File: config.mk
export PLATFORM = sky130hd
export DESIGN_NAME = spi_sram_ctrl
export DESIGN_NICKNAME = d
export VERILOG_FILES = /design/src/rtl/spi_sram_ctrl.sv
export SDC_FILE = /design/constraint.sdc
export NUM_CORES = 1
export LEC_CHECK = 0
export ABC_CLOCK_PERIOD_IN_PS = 2800
export CORE_UTILIZATION = 50
export DETAILED_ROUTE_END_ITERATION = 16
export PLACE_DENSITY = 0.74
export SLEW_MARGIN = 20
export SYNTH_ARGS = -nofsm -noshare
export SYNTH_HDL_FRONTEND = slang
export SYNTH_SLANG_ARGS = --single-unit
File: constraint.sdc
create_clock -name HCLK -period 2.8 [get_ports HCLK]
set_input_delay 0.28 -clock HCLK [delete_from_list [all_inputs] [get_ports HCLK]]
set_output_delay 0.28 -clock HCLK [all_outputs]
set_load 0.05 [all_outputs]
File: src/rtl/spi_sram_ctrl.sv
// spi_sram_ctrl: turns 1-4 byte read/write requests into SPI mode-0 frames for a 23LC512 SRAM.
// Define SPI_SRAM_CTRL_MODE_REG_EN to send WRMR (sequential mode) after every reset.
module spi_sram_ctrl #(
    parameter int CLK_DIV = 2,
    parameter int CS_GAP  = 2
) (
    input  logic        HCLK,
    input  logic        HRESET,
    input  logic        req_valid,
    output logic        req_ready,
    input  logic        req_we,
    input  logic [15:0] req_addr,
    input  logic [1:0]  req_size,
    input  logic [31:0] req_wdata,
    output logic        rsp_valid,
    output logic [31:0] rsp_rdata,
    output logic        busy,
    output logic        sck,
    output logic        cs_n,
    output logic        mosi,
    input  logic        miso
);

    localparam logic [7:0]  DIV_LAST = 8'(CLK_DIV - 1);
    localparam logic [15:0] GAP_LAST = 16'(CS_GAP - 1);

    typedef enum logic [2:0] {
`ifdef SPI_SRAM_CTRL_MODE_REG_EN
        INIT,
`endif
        IDLE,
        CMD,
        ADDR,
        DATA,
        GAP
    } state_t;

    state_t      state;
    state_t      state_next;
    logic [7:0]  div_cnt;
    logic [15:0] gap_cnt;
    logic [4:0]  bit_cnt;
    logic [4:0]  data_idx;
    logic [55:0] shift_out;
    logic        we_q;
    logic [1:0]  size_q;
    logic        mode_op;

    logic shifting;
    logic phase_end;
    logic sck_rise;
    logic bit_end;
    logic bit_last;

    assign shifting  = (state == CMD) || (state == ADDR) || (state == DATA);
    assign phase_end = (div_cnt == DIV_LAST);
    assign sck_rise  = shifting && phase_end && !sck;
    assign bit_end   = shifting && phase_end && sck;
    assign bit_last  = (bit_cnt == 5'd0);

    assign req_ready = (state == IDLE);
    assign busy      = !req_ready;
    assign cs_n      = !shifting;
    assign mosi      = shifting && shift_out[55];

    always_comb begin
        state_next = state;
        case (state)
`ifdef SPI_SRAM_CTRL_MODE_REG_EN
            INIT: state_next = CMD;
`endif
            IDLE: if (req_valid) state_next = CMD;
            CMD:  if (bit_end && bit_last) state_next = mode_op ? DATA : ADDR;
            ADDR: if (bit_end && bit_last) state_next = DATA;
            DATA: if (bit_end && bit_last) state_next = GAP;
            GAP:  if (gap_cnt == GAP_LAST) state_next = IDLE;
            default: state_next = IDLE;
        endcase
    end

    // The whole frame (cmd, addr, data bytes in address order) is one MSB-first shift register.
    always_ff @(posedge HCLK) begin
        if (HRESET) begin
`ifdef SPI_SRAM_CTRL_MODE_REG_EN
            state <= INIT;
`else
            state <= IDLE;
`endif
            div_cnt   <= '0;
            gap_cnt   <= '0;
            bit_cnt   <= '0;
            data_idx  <= '0;
            shift_out <= '0;
            we_q      <= 1'b0;
            size_q    <= '0;
            mode_op   <= 1'b0;
            sck       <= 1'b0;
            rsp_valid <= 1'b0;
            rsp_rdata <= '0;
        end else begin
            state     <= state_next;
            rsp_valid <= 1'b0;
            case (state)
`ifdef SPI_SRAM_CTRL_MODE_REG_EN
                INIT: begin
                    shift_out <= {8'h01, 8'h40, 40'h0};
                    bit_cnt   <= 5'd7;
                    mode_op   <= 1'b1;
                    div_cnt   <= '0;
                    sck       <= 1'b0;
                end
`endif
                IDLE: begin
                    if (req_valid) begin
                        shift_out <= {req_we ? 8'h02 : 8'h03, req_addr,
                                      req_we ? {req_wdata[7:0], req_wdata[15:8],
                                                req_wdata[23:16], req_wdata[31:24]} : 32'h0};
                        bit_cnt   <= 5'd7;
                        data_idx  <= '0;
                        we_q      <= req_we;
                        size_q    <= req_size;
                        mode_op   <= 1'b0;
                        div_cnt   <= '0;
                        sck       <= 1'b0;
                        rsp_rdata <= '0;
                    end
                end
                CMD, ADDR, DATA: begin
                    if (phase_end) begin
                        div_cnt <= '0;
                        sck     <= ~sck;
                    end else begin
                        div_cnt <= div_cnt + 8'd1;
                    end
                    // Read bits land MSB first within the byte lane of the current byte.
                    if (sck_rise && state == DATA && !we_q && !mode_op)
                        rsp_rdata[{data_idx[4:3], ~data_idx[2:0]}] <= miso;
                    if (bit_end) begin
                        shift_out <= {shift_out[54:0], 1'b0};
                        if (state == DATA)
                            data_idx <= data_idx + 5'd1;
                        if (!bit_last)
                            bit_cnt <= bit_cnt - 5'd1;
                        else if (state == CMD)
                            bit_cnt <= mode_op ? 5'd7 : 5'd15;
                        else if (state == ADDR)
                            bit_cnt <= {size_q, 3'b111};
                        else begin
                            gap_cnt   <= '0;
                            rsp_valid <= ~mode_op;
                        end
                    end
                end
                GAP: gap_cnt <= gap_cnt + 16'd1;
                default: ;
            endcase
        end
    end

endmodule

Word level (Yosys, flattened, before mapping). Cells that the tools add are included.

Register bits after elaboration: 130. Input bits: 55. Output and inout bits: 38. Logic and storage cells: 108.

Add/subtract/negate cells: 4. Magnitude comparators: 2. Eq/ne operators: 19. Mux-type cells: 38. Bitwise gates (word level): 5. Reductions and logical operators: 29.

Operators by type and width (number): $mux W56 (2); $pmux W56 S2 (1); $mux W32 (3); $mux W16 (4); $pmux W32 S2 (1); $mux W5 (8); $bwmux W32 (1); $pmux W16 S2 (1); $pmux W5 S2 (2); $ne A2 B2 Y1 const B (9); $add A16 B1 Y16 const B (1); $eq A16 B1 Y1 const B (1); $mux W8 (2); $pmux W8 S2 (1); $mux W3 (5); $pmux W3 S5 (1); $reduce_and A5 Y1 (2); $reduce_and A3 Y1 (3); $add A8 B1 Y8 const B (1); $eq A8 B1 Y1 const B (1); $logic_and A1 B1 Y1 (8); $reduce_and A4 Y1 (2); $eq A3 B2 Y1 const B (2); $lt A5 B6 Y1 const B (1); 20 further kinds (34).

Logic depth before layout (Yosys ltp).
Word-level depth: 9. Mapped depth: 10. Depth with buffers taken out: 6.

Least setup slack after synthesis. Ideal clock, no wire load.

Path kind: reg2reg. Start: register sck. End: register gap_cnt[11]. Library setup time: 0.072 ns. Arrival time: 2.022 ns. Data required time: 2.728 ns. Setup slack: 0.706 ns. Stages on the path, launching flop included: 5. Path through: dfxtp_1 > nor4b_4 > nand4_4 > a2111oi_2 > mux2i_1.

Longest elaborated chain between the ends: 3.

Ends and longest elaborated chain: from (decl) (RTL line 18) `output logic sck,`; from (signal assigned) (RTL line 131) `sck <= ~sck;`; $logic_and A1 B1 Y1 (RTL line 58) `assign bit_end = shifting && phase_end && sck;`; $ne A2 B2 Y1 (no line); $reduce_and A5 Y1 (no line); to (signal assigned) (RTL line 154) `GAP: gap_cnt <= gap_cnt + 16'd1;`; to (decl) (RTL line 41) `logic [15:0] gap_cnt;`.

No other way between the ends. A chain may end at the register's enable or synchronous reset.

Worst setup path in the final report.
Start: register state[1]. End: output mosi.

Longest elaborated chain between the ends: 4. Elaborated cells between the ends (all ways): 6. Those cells by class: 3 x eq/ne; 3 x reduce/logical.

Ends and longest elaborated chain: from (decl) (RTL line 38) `state_t state;`; from (signal assigned) (RTL line 101) `state <= state_next;`; $eq A3 B1 Y1 / $eq A3 B2 Y1 (equally long branches) (RTL line 55) `assign shifting = (state == CMD) || (state == ADDR) || (state == DATA);`; $logic_or A1 B1 Y1 (RTL line 55); $logic_or A1 B1 Y1 (*) (RTL line 55); $logic_and A1 B1 Y1 (*) (RTL line 64) `assign mosi = shifting && shift_out[55];`; to (decl) (RTL line 20) `output logic mosi,`.

Mark *: on every way between the ends. The rest lies on a longest branch, timed or not.

==> metrics.csv <==
stage,metric,value,unit
synth,synth.distinct_cells,63,
timing,achievable-frequency,380.3,MHz
timing,final.setup_skew,12.19,ps
clock_network,h-tree-depth,4,
synth,synth_top_family_by_area,compound AO/OA/AOI/OAI gates,
clock_network,cts_post_setup_buffers_inserted,0,
worst_setup_path,worst-endpoint-required,2520,ps
global_routing,grt_first_pass_wirelength,28.50,mm
synth,yosysWarnings,0,
final_layout,layoutNonFillerInstCount,1015,
placement,port_buffers,92,
timing,finalSetupViolations,0,
placement,dpl_cell_area,0.007595,mm2
drt,vias,6406,
drt,drtIter0Drc,875,
worst_setup_path,cp_slowest_cell,sky130_fd_sc_hd__dfxtp_1,
synth,postSynthNetCount,847,
global_routing,grt_most_used_layer,met2,
worst_setup_path,critical_path.cell_chain,o21ba_2 > buf_4 > buf_4 > and2_1 > buf_12,
synth,synth_seq_cells,130,
clock_network,cts-root-to-sink-buffers,2,
synth,netlist_instances,782,
synth,syn-mean-instance-area,8.606,um2
worst_setup_path,critical_path.max_stage_delay,580,ps
drt,final_antenna_net_count,0,
drt,route.final.wire_length,17.11,mm
drt,firstDrtPassIters,5,
clock_network,clockRootBuffer,sky130_fd_sc_hd__clkbuf_16,
run,maxCapViolCount,0,
clock_network,cts_resized,0,
worst_setup_path,cp.buffers_inverters,3,
synth,summed_instance_area_of_the_synthesized_netlist,0.006730,mm2
synth,synth_top_area_share,0.3867,
worst_setup_path,worst-setup-path-type,reg2out,
synth,synth_simple_gate_area_frac,0.1660,
power,power.static_leakage,2.714,nW
clock_network,cts.reportedPaths.clkPinSlew,60,ps
timing,rsz0062_at_grt,false,
power,power.ir.vdd_worst,0.4496,mV
timing,fin_tns_setup,0,ps
synth,synth_edf_count,0,
synth,ys_seq_area_frac,0.3867,
final_layout,post_route_cells_drive_above_1_share,0.09774,
synth,synth.top_cells.by_count,"130 x sky130_fd_sc_hd__dfxtp_1, 88 x sky130_fd_sc_hd__a21oi_1, 83 x sky130_fd_sc_hd__nand2_1",
timing,layout_worst_path_cycle_share,0.9391,
final_layout,finish.net_count,891,
global_routing,grt_use_met1,0.3257,
floorplan,starting_density_of_the_core,0.5102,
worst_setup_path,setup.worst_path.start_class,flip-flop,
clock_network,cts_sink_count,130,
worst_setup_path,max_fo_critical_path,41,
global_routing,gr-usage-met2,0.4044,
synth,muxShareOfSynthArea,0.02993,
final_layout,fillers,1133,
final_layout,insertedDiodeCount,0,
synth,postSynth.asyncResetShare,0,
clock_network,cts_hold_repair.buffers,0,
synth,most_repeated_cell_in_the_gate_level_netlist_after_synthesis,sky130_fd_sc_hd__dfxtp_1,
global_routing,grt_pass1_vias,5860,
synth,complex_gate_fraction_of_the_synthesized_area,0.3092,
final_layout,syn2layout_area_growth,22.27,%
floorplan,std_cell_rows,42,
worst_setup_path,cp_data_arrival_time,2350,ps
timing,max_slew_margin,0.3549,
timing,slew_at_the_pin_closest_to_its_max_slew_limit,966.2,ps
global_routing,grt_antenna_before_repair,0,
synth,synth_fa_ha_area_frac,0.01859,
clock_network,cts_buffers,17,
placement,numPlacedInstances,983,
clock_network,tritoncts,yes,
power,power.density_cell_area,605.5,mW/mm2
placement,globalplace.congestion,0.8307,
worst_setup_path,end_kind,output pin,
floorplan,chipHeight,118.0,um
floorplan,die-width,118.0,um
worst_setup_path,critical_path.most_common_cell,sky130_fd_sc_hd__buf_4,
final_layout,finalInstanceArea,0.008229,mm2
clock_network,insertion_delay,430,ps
synth,yosysTopAreaCell,sky130_fd_sc_hd__dfxtp_1,
timing,final_period_minus_worst_setup_slack,2629,ps
worst_setup_path,path_delay_family,buffers and inverters,
floorplan,boundaryPins,93,
drt,final_routed_drc_violation_total,0,
placement,hpwl,10.54,mm
synth,synthFlopType,sky130_fd_sc_hd__dfxtp_1,
synth,synth.area.top_cells,"sky130_fd_sc_hd__dfxtp_1 39%, sky130_fd_sc_hd__a311oi_1 7.2%, sky130_fd_sc_hd__a21oi_1 6.5%",
outcome,outcome,finished clean,
drt,avgRoutedWirePerCell,16.86,um
global_routing,grt_usage,0.2510,
worst_hold_path,worstHoldPathType,in2reg,
floorplan,design.core.area,0.01319,mm2
timing,timing.final.hold_violations,0,
timing,final_max_slew_viol_count,0,
global_routing,grt.overflow.total,0,
synth,xor_xnor_fraction_of_synth_area,0.003904,
global_routing,use_met3,0.06105,
floorplan,design.die.area,0.01393,mm2
drt,vias_per_cell,6.311,
global_routing,grt_max_degree,94,
[cell type report]
| type | count | area [um2] | share of cell area |
|---|---|---|---|
| inverter | 28 | 105.1 | 0.01277 |
| tap | 176 | 220.2 | 0.02676 |
| clock buffer | 21 | 450.4 | 0.05474 |
| clock inverter | 11 | 183.9 | 0.02235 |
| sequential | 130 | 2603 | 0.3163 |
| multi-input combinational | 541 | 3573 | 0.4342 |
| timing repair buffer | 108 | 1094 | 0.1329 |
[path summary, 6_finish.rpt]
kind              cells after the start                    endpoint  slack (ps)                       from
hold / removal                        2     gap_cnt[1]$_SDFFE_PP0P_         300                     HRESET
hold reg to reg                       2   shift_out[4]$_SDFFE_PP0P_         470  shift_out[3]$_SDFFE_PP0P_
setup reg to reg                      8  shift_out[25]$_SDFFE_PP0P_         460    div_cnt[1]$_SDFFE_PP0P_
setup / recovery                      5                        mosi         170      state[1]$_SDFFE_PP0P_
[registers in the layout (all words and copies together), names as in the netlist]
signal and count:
we_q 1, rsp_valid 1, rsp_rdata 32, bit_cnt 5, shift_out 56, div_cnt 8
size_q 2, data_idx 5, state 3, gap_cnt 16, sck 1
[placed cells by master, fill, tap and decap left out, types with 3 or more instances in the layout]
cell	netlist	layout
sky130_fd_sc_hd__a2111oi_2	5	5
sky130_fd_sc_hd__a211oi_2	7	7
sky130_fd_sc_hd__a21oi_1	88	88
sky130_fd_sc_hd__a311oi_1	55	55
sky130_fd_sc_hd__a31oi_1	19	19
sky130_fd_sc_hd__and3_1	5	5
sky130_fd_sc_hd__and4_1	3	3
sky130_fd_sc_hd__buf_12	0	5
sky130_fd_sc_hd__buf_4	9	13
sky130_fd_sc_hd__bufinv_16	0	5
sky130_fd_sc_hd__clkbuf_1	45	3
sky130_fd_sc_hd__clkbuf_16	0	17
sky130_fd_sc_hd__clkdlybuf4s50_1	0	89
sky130_fd_sc_hd__clkinv_2	0	5
sky130_fd_sc_hd__dfxtp_1	130	130
sky130_fd_sc_hd__ha_1	10	10
sky130_fd_sc_hd__inv_1	27	26
sky130_fd_sc_hd__mux2i_1	19	19
sky130_fd_sc_hd__nand2_1	83	83
sky130_fd_sc_hd__nand2b_1	3	3
sky130_fd_sc_hd__nand3_1	45	45
sky130_fd_sc_hd__nand4_1	11	11
sky130_fd_sc_hd__nor2_1	15	13
sky130_fd_sc_hd__nor2b_1	7	7
sky130_fd_sc_hd__nor3_1	8	8
sky130_fd_sc_hd__nor4_1	3	3
sky130_fd_sc_hd__nor4b_4	3	3
sky130_fd_sc_hd__o211ai_1	28	28
sky130_fd_sc_hd__o21ai_0	42	42
sky130_fd_sc_hd__o21ai_1	3	3
sky130_fd_sc_hd__o311ai_0	33	33
sky130_fd_sc_hd__or3_1	4	4
sky130_fd_sc_hd__xor2_1	3	3
[cells by family after synthesis]
family,after synthesis
AND/OR/NAND/NOR,210
multiplexers,20
AO/OA/AOI/OAI,298
XOR/XNOR,3
buffers and inverters,111
adder cells (fa/ha/maj),10
flip-flops,130
[per-stage QoR]
step | power [W] | utilization | setup slack [ps] | hold WS [ps]
floorplan | 0.002435 | - | 706.3 | 426.8
global placement | 0.002592 | 0.5758 | 513.4 | 453.8
detailed placement | 0.002619 | 0.5758 | 391.8 | 465.2
CTS | 0.005002 | 0.6239 | 190.0 | 277.6
global route | 0.005155 | 0.6239 | 85.16 | 291.8
finish | 0.004983 | 0.6239 | 170.6 | 304.3
[worst register-to-register path, stage by stage, from the launching register on]
cell and delay, ps:
sky130_fd_sc_hd__dfxtp_1 370, sky130_fd_sc_hd__inv_1 60, sky130_fd_sc_hd__ha_1 190, sky130_fd_sc_hd__nor4b_4 130, sky130_fd_sc_hd__buf_4 190, sky130_fd_sc_hd__a21oi_1 650
sky130_fd_sc_hd__nor2_4 160, sky130_fd_sc_hd__buf_12 230, sky130_fd_sc_hd__a311oi_1 270
[power by group]
part           switching [W]  leakage (nW)  internal, W
Combinational       0.000353          1.34     0.000245
Sequential         0.0000531          1.06      0.00194
Clock               0.000800         0.315      0.00159
Total                0.00121          2.71      0.00378
[layer usage]
| metal | up-vias | share of wire |
|---|---|---|
| met5 | - | 0 |
| met4 | 0 | 0.012 |
| met3 | 20 | 0.057 |
| met2 | 247 | 0.49 |
| met1 | 3066 | 0.45 |
| li1 | 3073 | - |
Power figures use the tool's default switching activity.
